**config.mk**
```make
export PLATFORM = sky130hd
export DESIGN_NAME = iq_sample_packer
export DESIGN_NICKNAME = d
export VERILOG_FILES = /design/src/rtl/iq_sample_packer.sv
export SDC_FILE = /design/constraint.sdc
export NUM_CORES = 1
export LEC_CHECK = 0
export CORE_MARGIN = 2
export CORE_UTILIZATION = 45
export DETAILED_ROUTE_END_ITERATION = 8
export REMOVE_ABC_BUFFERS = 1
export SLEW_MARGIN = 20
export SYNTH_ARGS = -nofsm -noshare
export SYNTH_HDL_FRONTEND = slang
export SYNTH_SLANG_ARGS = --single-unit
```
**constraint.sdc**
```tcl
create_clock -name clk -period 6.4 [get_ports clk]
set_input_delay 0.96 -clock clk [delete_from_list [all_inputs] [get_ports clk]]
set_output_delay 0.96 -clock clk [all_outputs]
set_load 0.01 [all_outputs]
```
**src/rtl/iq_sample_packer.sv**
```systemverilog
// Buffers one {I,Q} sample per strobe in a FIFO and emits it as 4 bytes (16-bit words, I first).
// Latency: first byte valid one cycle after the FIFO write; byte_valid holds until byte_ready, FIFO absorbs stalls.
module iq_sample_packer #(
  parameter int FIFO_DEPTH = 16,
  parameter int BIG_ENDIAN = 0,
  parameter int CNT_W      = 32
) (
  input  logic                          clk,
  input  logic                          reset,
  input  logic                          enable,
  input  logic [15:0]                   i_in,
  input  logic [15:0]                   q_in,
  input  logic                          sample_valid,
  output logic [7:0]                    byte_out,
  output logic                          byte_valid,
  input  logic                          byte_ready,
  output logic                          overflow,
  input  logic                          clear_ovf,
  output logic [CNT_W-1:0]              sample_count,
  output logic [$clog2(FIFO_DEPTH):0]   fifo_level
);

  localparam int AW = $clog2(FIFO_DEPTH);

  typedef enum logic [2:0] {IDLE, B0, B1, B2, B3} state_t;

  state_t            state_q, state_d;
  logic [31:0]       mem_q [FIFO_DEPTH];
  logic [AW:0]       wr_ptr_q, rd_ptr_q, level;
  logic [31:0]       shift_q, shift_d, rd_dat;
  logic [7:0]        byte_q, byte_d;
  logic              ovf_q, ovf_d;
  logic [CNT_W-1:0]  cnt_q, cnt_d;
  logic              full, empty, pop, push, drop, accept;

  // Sample word layout is {I,Q}; idx walks the four output byte slots in emit order.
  function automatic logic [7:0] sel_byte(input logic [31:0] s, input logic [1:0] idx);
    logic [15:0] w;
    logic        hi;
    w  = idx[1] ? s[15:0] : s[31:16];
    hi = (BIG_ENDIAN != 0) ? ~idx[0] : idx[0];
    return hi ? w[15:8] : w[7:0];
  endfunction

  assign level  = wr_ptr_q - rd_ptr_q;
  assign full   = (level == (AW+1)'(FIFO_DEPTH));
  assign empty  = (level == '0);
  assign accept = (state_q != IDLE) && byte_ready;
  assign rd_dat = mem_q[rd_ptr_q[AW-1:0]];
  // A pop in the same cycle frees the slot, so a write to a full FIFO still lands.
  assign push   = sample_valid & enable & (~full | pop);
  assign drop   = sample_valid & enable & full & ~pop;

  always_ff @(posedge clk) begin
    if (push) mem_q[wr_ptr_q[AW-1:0]] <= {i_in, q_in};
  end

  always_comb begin
    state_d = state_q;
    shift_d = shift_q;
    byte_d  = byte_q;
    cnt_d   = cnt_q;
    pop     = 1'b0;
    case (state_q)
      IDLE: if (!empty) begin
        pop     = 1'b1;
        state_d = B0;
        shift_d = rd_dat;
        byte_d  = sel_byte(rd_dat, 2'd0);
      end
      B0: if (accept) begin
        state_d = B1;
        byte_d  = sel_byte(shift_q, 2'd1);
      end
      B1: if (accept) begin
        state_d = B2;
        byte_d  = sel_byte(shift_q, 2'd2);
      end
      B2: if (accept) begin
        state_d = B3;
        byte_d  = sel_byte(shift_q, 2'd3);
      end
      B3: if (accept) begin
        cnt_d = cnt_q + 1'b1;
        if (!empty) begin
          pop     = 1'b1;
          state_d = B0;
          shift_d = rd_dat;
          byte_d  = sel_byte(rd_dat, 2'd0);
        end else begin
          state_d = IDLE;
          byte_d  = 8'h00;
        end
      end
      default: state_d = IDLE;
    endcase
  end

  always_comb begin
    ovf_d = ovf_q;
    if (drop)           ovf_d = 1'b1;
    else if (clear_ovf) ovf_d = 1'b0;
  end

  always_ff @(posedge clk or negedge reset) begin
    if (!reset) begin
      state_q  <= IDLE;
      wr_ptr_q <= '0;
      rd_ptr_q <= '0;
      shift_q  <= '0;
      byte_q   <= '0;
      ovf_q    <= 1'b0;
      cnt_q    <= '0;
    end else begin
      state_q  <= state_d;
      shift_q  <= shift_d;
      byte_q   <= byte_d;
      ovf_q    <= ovf_d;
      cnt_q    <= cnt_d;
      if (push) wr_ptr_q <= wr_ptr_q + 1'b1;
      if (pop)  rd_ptr_q <= rd_ptr_q + 1'b1;
    end
  end

  assign byte_out     = byte_q;
  assign byte_valid   = (state_q != IDLE);
  assign overflow     = ovf_q;
  assign sample_count = cnt_q;
  assign fifo_level   = level;

endmodule
```
### Word level (Yosys, flattened, before mapping)

Memory sizes are Yosys's and may differ from the RTL's.
Index checks and enable logic that the tools add are counted.

* flip-flop bits (word level): 86
* memory bits (writable): 512
* input bits: 38
* output and inout bits: 47
* word-level logic and storage cells: 64
* memories: 1

Memories
* mem_q: words 16, bits a word 32, read ports 1, clocked after memory_dff 0, write ports 1, line 28 `logic [31:0] mem_q [FIFO_DEPTH];`

* add/sub/neg operators: 4
* eq/ne operators: 10
* muxes and demuxes: 24
* bitwise operators: 7
* reductions and logical operators: 11

Operator list (count)
* $mux W32: 2
* $pmux W32 S2: 1
* $mux W8: 6
* $pmux W8 S5: 1
* $add A32 B1 Y32 const B: 1
* $mux W3: 5
* $pmux W3 S5: 1
* $add A5 B1 Y5 const B: 2
* $ne A2 B2 Y1 const B: 5
* $mux W1: 7
* $eq A3 B2 Y1 const B: 2
* $reduce_and A6 Y1: 1
* $eq A5 B5 Y1 const B: 1
* $logic_not A5 Y1: 1
* $reduce_and A5 Y1: 1
* $reduce_bool A5 Y1: 1
* $sub A5 B5 Y5: 1
* $and A1 B1 Y1: 4
* $reduce_and A2 Y1: 2
* $reduce_bool A2 Y1: 2
* $eq A3 B1 Y1 const B: 1
* $eq A3 B3 Y1 const B: 1
* $logic_not A3 Y1: 1
* $reduce_bool A3 Y1: 1
* 4 further kinds: 5

### Depth between registers and ports, before layout

* depth in word-level cells: 9
* depth in mapped cells: 13
* mapped depth without buffers: 9

### Worst setup path after synthesis

Ideal clock, no wire load.

* path type: flip-flop to flip-flop
* start: register rd_ptr_q[3]
* end: memory mem_q[7][0] (enable)
* setup time: 0.461 ns
* data arrival time: 4.556 ns
* required time: 5.939 ns
* path slack: 1.383 ns
* cell stages (with the launch flop): 11
* path buffers: 2
* period minus slack after synthesis: 5.017 ns
* cells stage by stage: dfrtp_1 -> inv_2 -> buf_1 -> buf_1 -> ha_1 -> nor2_1 -> a21oi_1 -> xnor2_1 -> a31oi_2 -> nand2_1 -> nor3_1

* cells in the longest elaborated chain, start to end: 9
* elaborated cells on any way between the ends: 11
* classes of those cells: add/sub (1); eq/ne (1); mux (5); bitwise (3); reduce/logical (1)

RTL lines
* start: declaration: line 29 `logic [AW:0] wr_ptr_q, rd_ptr_q, level;`
* start signal: assignment: line 121 `if (pop) rd_ptr_q <= rd_ptr_q + 1'b1;`
* $sub A5 B5 Y5 *: line 45 `assign level = wr_ptr_q - rd_ptr_q;`
* named net fifo_level[4]: line 20 `output logic [$clog2(FIFO_DEPTH):0] fifo_level`
* $logic_not A5 Y1: line 47 `assign empty = (level == '0);`
* $mux W1: line 65, 85
* $mux W1: line 83 `B3: if (accept) begin`
* $pmux W1 S2: line 64 `case (state_q)`
* $or A1 B1 Y1 *: line 51 `assign push = sample_valid & enable & (~full | pop);`
* $and A1 B1 Y1 *: line 51
* $mux W1 *: line 55 `if (push) mem_q[wr_ptr_q[AW-1:0]] <= {i_in, q_in};`
* $mux W1 (not written as such) *: line 55
* end: declaration: line 28

Mark *: on every way through the listed nets, which the timed path passes. The rest lies on a longest branch.

### Final worst setup path

* start: register rd_ptr_q[1]
* end: output port fifo_level[3]

* cells in the longest elaborated chain, start to end: 1

RTL lines (line)
* $sub A5 B5 Y5: 45
* end: declaration: 20

No other way between the ends.

==> impl_metrics.tcl <==
set metrics [dict create \
    critPathSlowestCell "dfrtp_4" \
    fmax_mhz 199.0 \
    end_kind "primary output" \
    grt_pass1_vias 11380 \
    slew_violations 0 \
    finalSetupViolCount 0 \
    wl_per_cell_um 24.97 \
    timing.reg2reg.setup_slack_ps 1590 \
    hold_path.class "input port to async pin" \
    yosys_warnings 0 \
    synth_edf_count 512 \
    dr_total_vias 10855 \
    place_ws_ps 1601 \
    postSynthAreaPerCell_sq_um 20.92 \
    cts_root_buf "clkbuf_16" \
    path_cells "clkinv_1 > ha_1 > nand3b_1 > nand2_1 > xor2_1 > clkdlybuf4s50_1" \
    vias_per_cell 5.561 \
    synth-main-ff-cell "edfxtp_1" \
    placed_cells 1840 \
    gp_congestion 0.8039 \
    post_cts_resize_count 0 \
    die_w_um 230.7 \
    first_iter_violations 801 \
    grt_use_total_pct 18.83 \
    fin_ws_ps 1376 \
    portBuffers 84 \
    clock_latency_ps 620 \
    cp.required_ps 5440 \
    path_class "flip-flop to primary output" \
    final_cells 1952 \
    hold_violations 0 \
    slew_headroom_pct 28.90 \
    fin_skew_ps 21.12 \
    ir_worst_vdd_mv 0.3151 \
    num_rows 83 \
    tightest_slew_ps 1066 \
    fin_crit_sh_pct 78.50 \
    fin_util_pct 52.48 \
    cts_hold_buf 0 \
    grt_setup_unrepaired "false" \
    cap_violations 0 \
    antenna_found_initial 0 \
    reg2reg_depth 9 \
    crit_buf_inv 2 \
    cts_tree "done" \
    arrival_ps 4060 \
    cp_max_fo 64 \
    die_y_um 230.7 \
    syn_inst 1106 \
    leakagePower_nw 8.814 \
    area_growth_pct 15.89 \
    final_cell_area_sq_um 26810 \
    synth-seq-cells 590 \
    grt_max_degree 114 \
    dr.pass1.iters 5 \
    drtAntennaViolNets 0 \
    total_power_mw 11.59 \
    status "finished clean" \
    nNetsFinal 1272 \
    worstSetupStartpointType "flip-flop" \
    syn_area_sq_um 23140 \
    async_flop_share_pct 13.22 \
    htreeDepth 2 \
    insertedDiodeCount 0 \
    drcViolationCount 0 \
    ios 85 \
    postCtsSetupBuffers 0 \
    start_util_pct 45.28 \
    placed_area_sq_um 24890 \
    reg2reg_from "rd_ptr_q[1]$_DFFE_PN0N_" \
    routed_wl_um 48730 \
    crit_family "buffers and inverters" \
    coreArea_sq_um 51090 \
    drive_above_1_share_pct 25.00 \
    r2r_end "mem_q[1][5]$_DFFE_PP_" \
    cts_buffer_depth 3 \
    min_period_ps 5024 \
    gr-total-overflow 0 \
    dpl.hpwl_um 28280 \
    cts_sinks 590 \
    grt_pass1_wl_um 73760 \
    clkTransAtPathRegs_ps 60 \
    power_density_nw_per_um2 432.3 \
    yosysSeqAreaShare_pct 74.89 \
    max_stage_delay_ps 1060 \
    cts_buffers 60 \
    synth_cell_types 48 \
    dieArea_sq_um 53240 \
]
==> sequential cells by signal, indices dropped and copies added (netlist names) <==
register and count:
wr_ptr_q 5, sample_count 32, rd_ptr_q 5, state_q 3, shift_q 24, overflow 1
mem_q 512, byte_out 8
==> area by class of cell <==
type,instances,area (sq um)
clock buffers,78,1569
clock inverters,33,316.6
fillers,4035,24280
inverters,18,67.56
multi-input cells,447,5553
flip-flops and latches,590,17340
well taps,680,850.8
repair buffers,106,1120
==> cell usage after synthesis, types with 2 or more instances <==
library cell	number	area [sq um]
nor4_1	2	12.51
and2_1	10	62.56
or3_1	3	18.77
edfxtp_1	512	15370
mux4_2	152	3423
mux2i_1	8	80.08
nor3_1	7	35.03
clkbuf_1	20	75.07
nand3_1	13	65.06
ha_1	10	125.1
dfrtp_1	78	1952
and3_1	5	31.28
xnor2_1	35	306.5
mux2_2	34	382.9
nand2_1	64	240.2
buf_4	12	90.09
buf_1	7	26.28
nand2b_1	4	25.02
o21ai_0	2	10.01
and4_1	2	17.52
o22ai_1	9	56.30
xor2_1	9	78.83
inv_1	16	60.06
nand3b_1	2	15.01
buf_6	3	33.78
nor2_1	25	93.84
buf_2	9	45.04
nor3b_1	2	15.01
nand4_1	6	37.54
a21oi_1	27	135.1
==> worst max path at each step <==
stage,start,cells past startpoint,to,slack (ps)
finish,rd_ptr_q[1]$_DFFE_PN0N_,6,fifo_level[3],1380
global route,rd_ptr_q[1]$_DFFE_PN0N_,6,fifo_level[3],1110
CTS,rd_ptr_q[1]$_DFFE_PN0N_,6,fifo_level[3],1280
detailed placement,rd_ptr_q[1]$_DFFE_PN0N_,9,mem_q[1][29]$_DFFE_PP_,1600
global placement,rd_ptr_q[1]$_DFFE_PN0N_,8,mem_q[10][1]$_DFFE_PP_,1680
floorplan,rd_ptr_q[0]$_DFFE_PN0N_,8,mem_q[7][0]$_DFFE_PP_,-3080
==> metrics by stage <==
stage                     hold WS, ps  setup TNS (ps)
after CTS                       492.9               0
after global routing            439.4               0
after global placement          463.2               0
after detailed placement        481.4               0
after floorplan                 460.4        -1212540
final                           385.7               0
==> layout by cell type (no fill, tap or decap), types with 5 or more instances in the layout <==
master,count
and2_2,5
dfrtp_1,75
clkinv_1,13
nor2_1,21
mux4_2,152
bufinv_16,5
inv_1,16
xnor2_1,35
and3_1,5
nand4_1,6
edfxtp_1,512
buf_4,15
o22ai_1,9
nand2_1,64
a21oi_1,27
mux2i_1,8
mux2_2,34
clkbuf_1,18
xor2_1,9
clkinv_2,9
clkbuf_16,60
nand3_1,13
ha_1,10
clkdlybuf4s50_1,83
==> report_power, final <==
part,total [mW],internal [mW],switching [mW]
sequential,4.85,4.53,0.319
clock,3.35,1.93,1.42
combinational,3.39,1.68,1.72
total,11.6,8.14,3.45
==> kinds of logic after synthesis <==
| logic type | Yosys count | synth area share, % |
|---|---|---|
| adders and majority gates | 11 | 0.6273 |
| DFF | 590 | 74.89 |
| muxes | 194 | 16.80 |
| xor gates and xnor gates | 44 | 1.666 |
| and+or+nand+nor | 152 | 3.229 |
| AOI/OAI and AO/OA | 46 | 1.330 |
| buffers and inverters | 69 | 1.460 |
==> layer usage <==
metal | up-vias | GRT usage [%] | routed length (um)
li1 | 4730 | - | -
met1 | 5794 | 27.05 | 21860
met2 | 264 | 30.69 | 23740
met3 | 67 | 2.754 | 2327
met4 | 0 | 4.577 | 812
met5 | - | 0 | 0
Note: power is estimated with default switching activity, not from simulation.
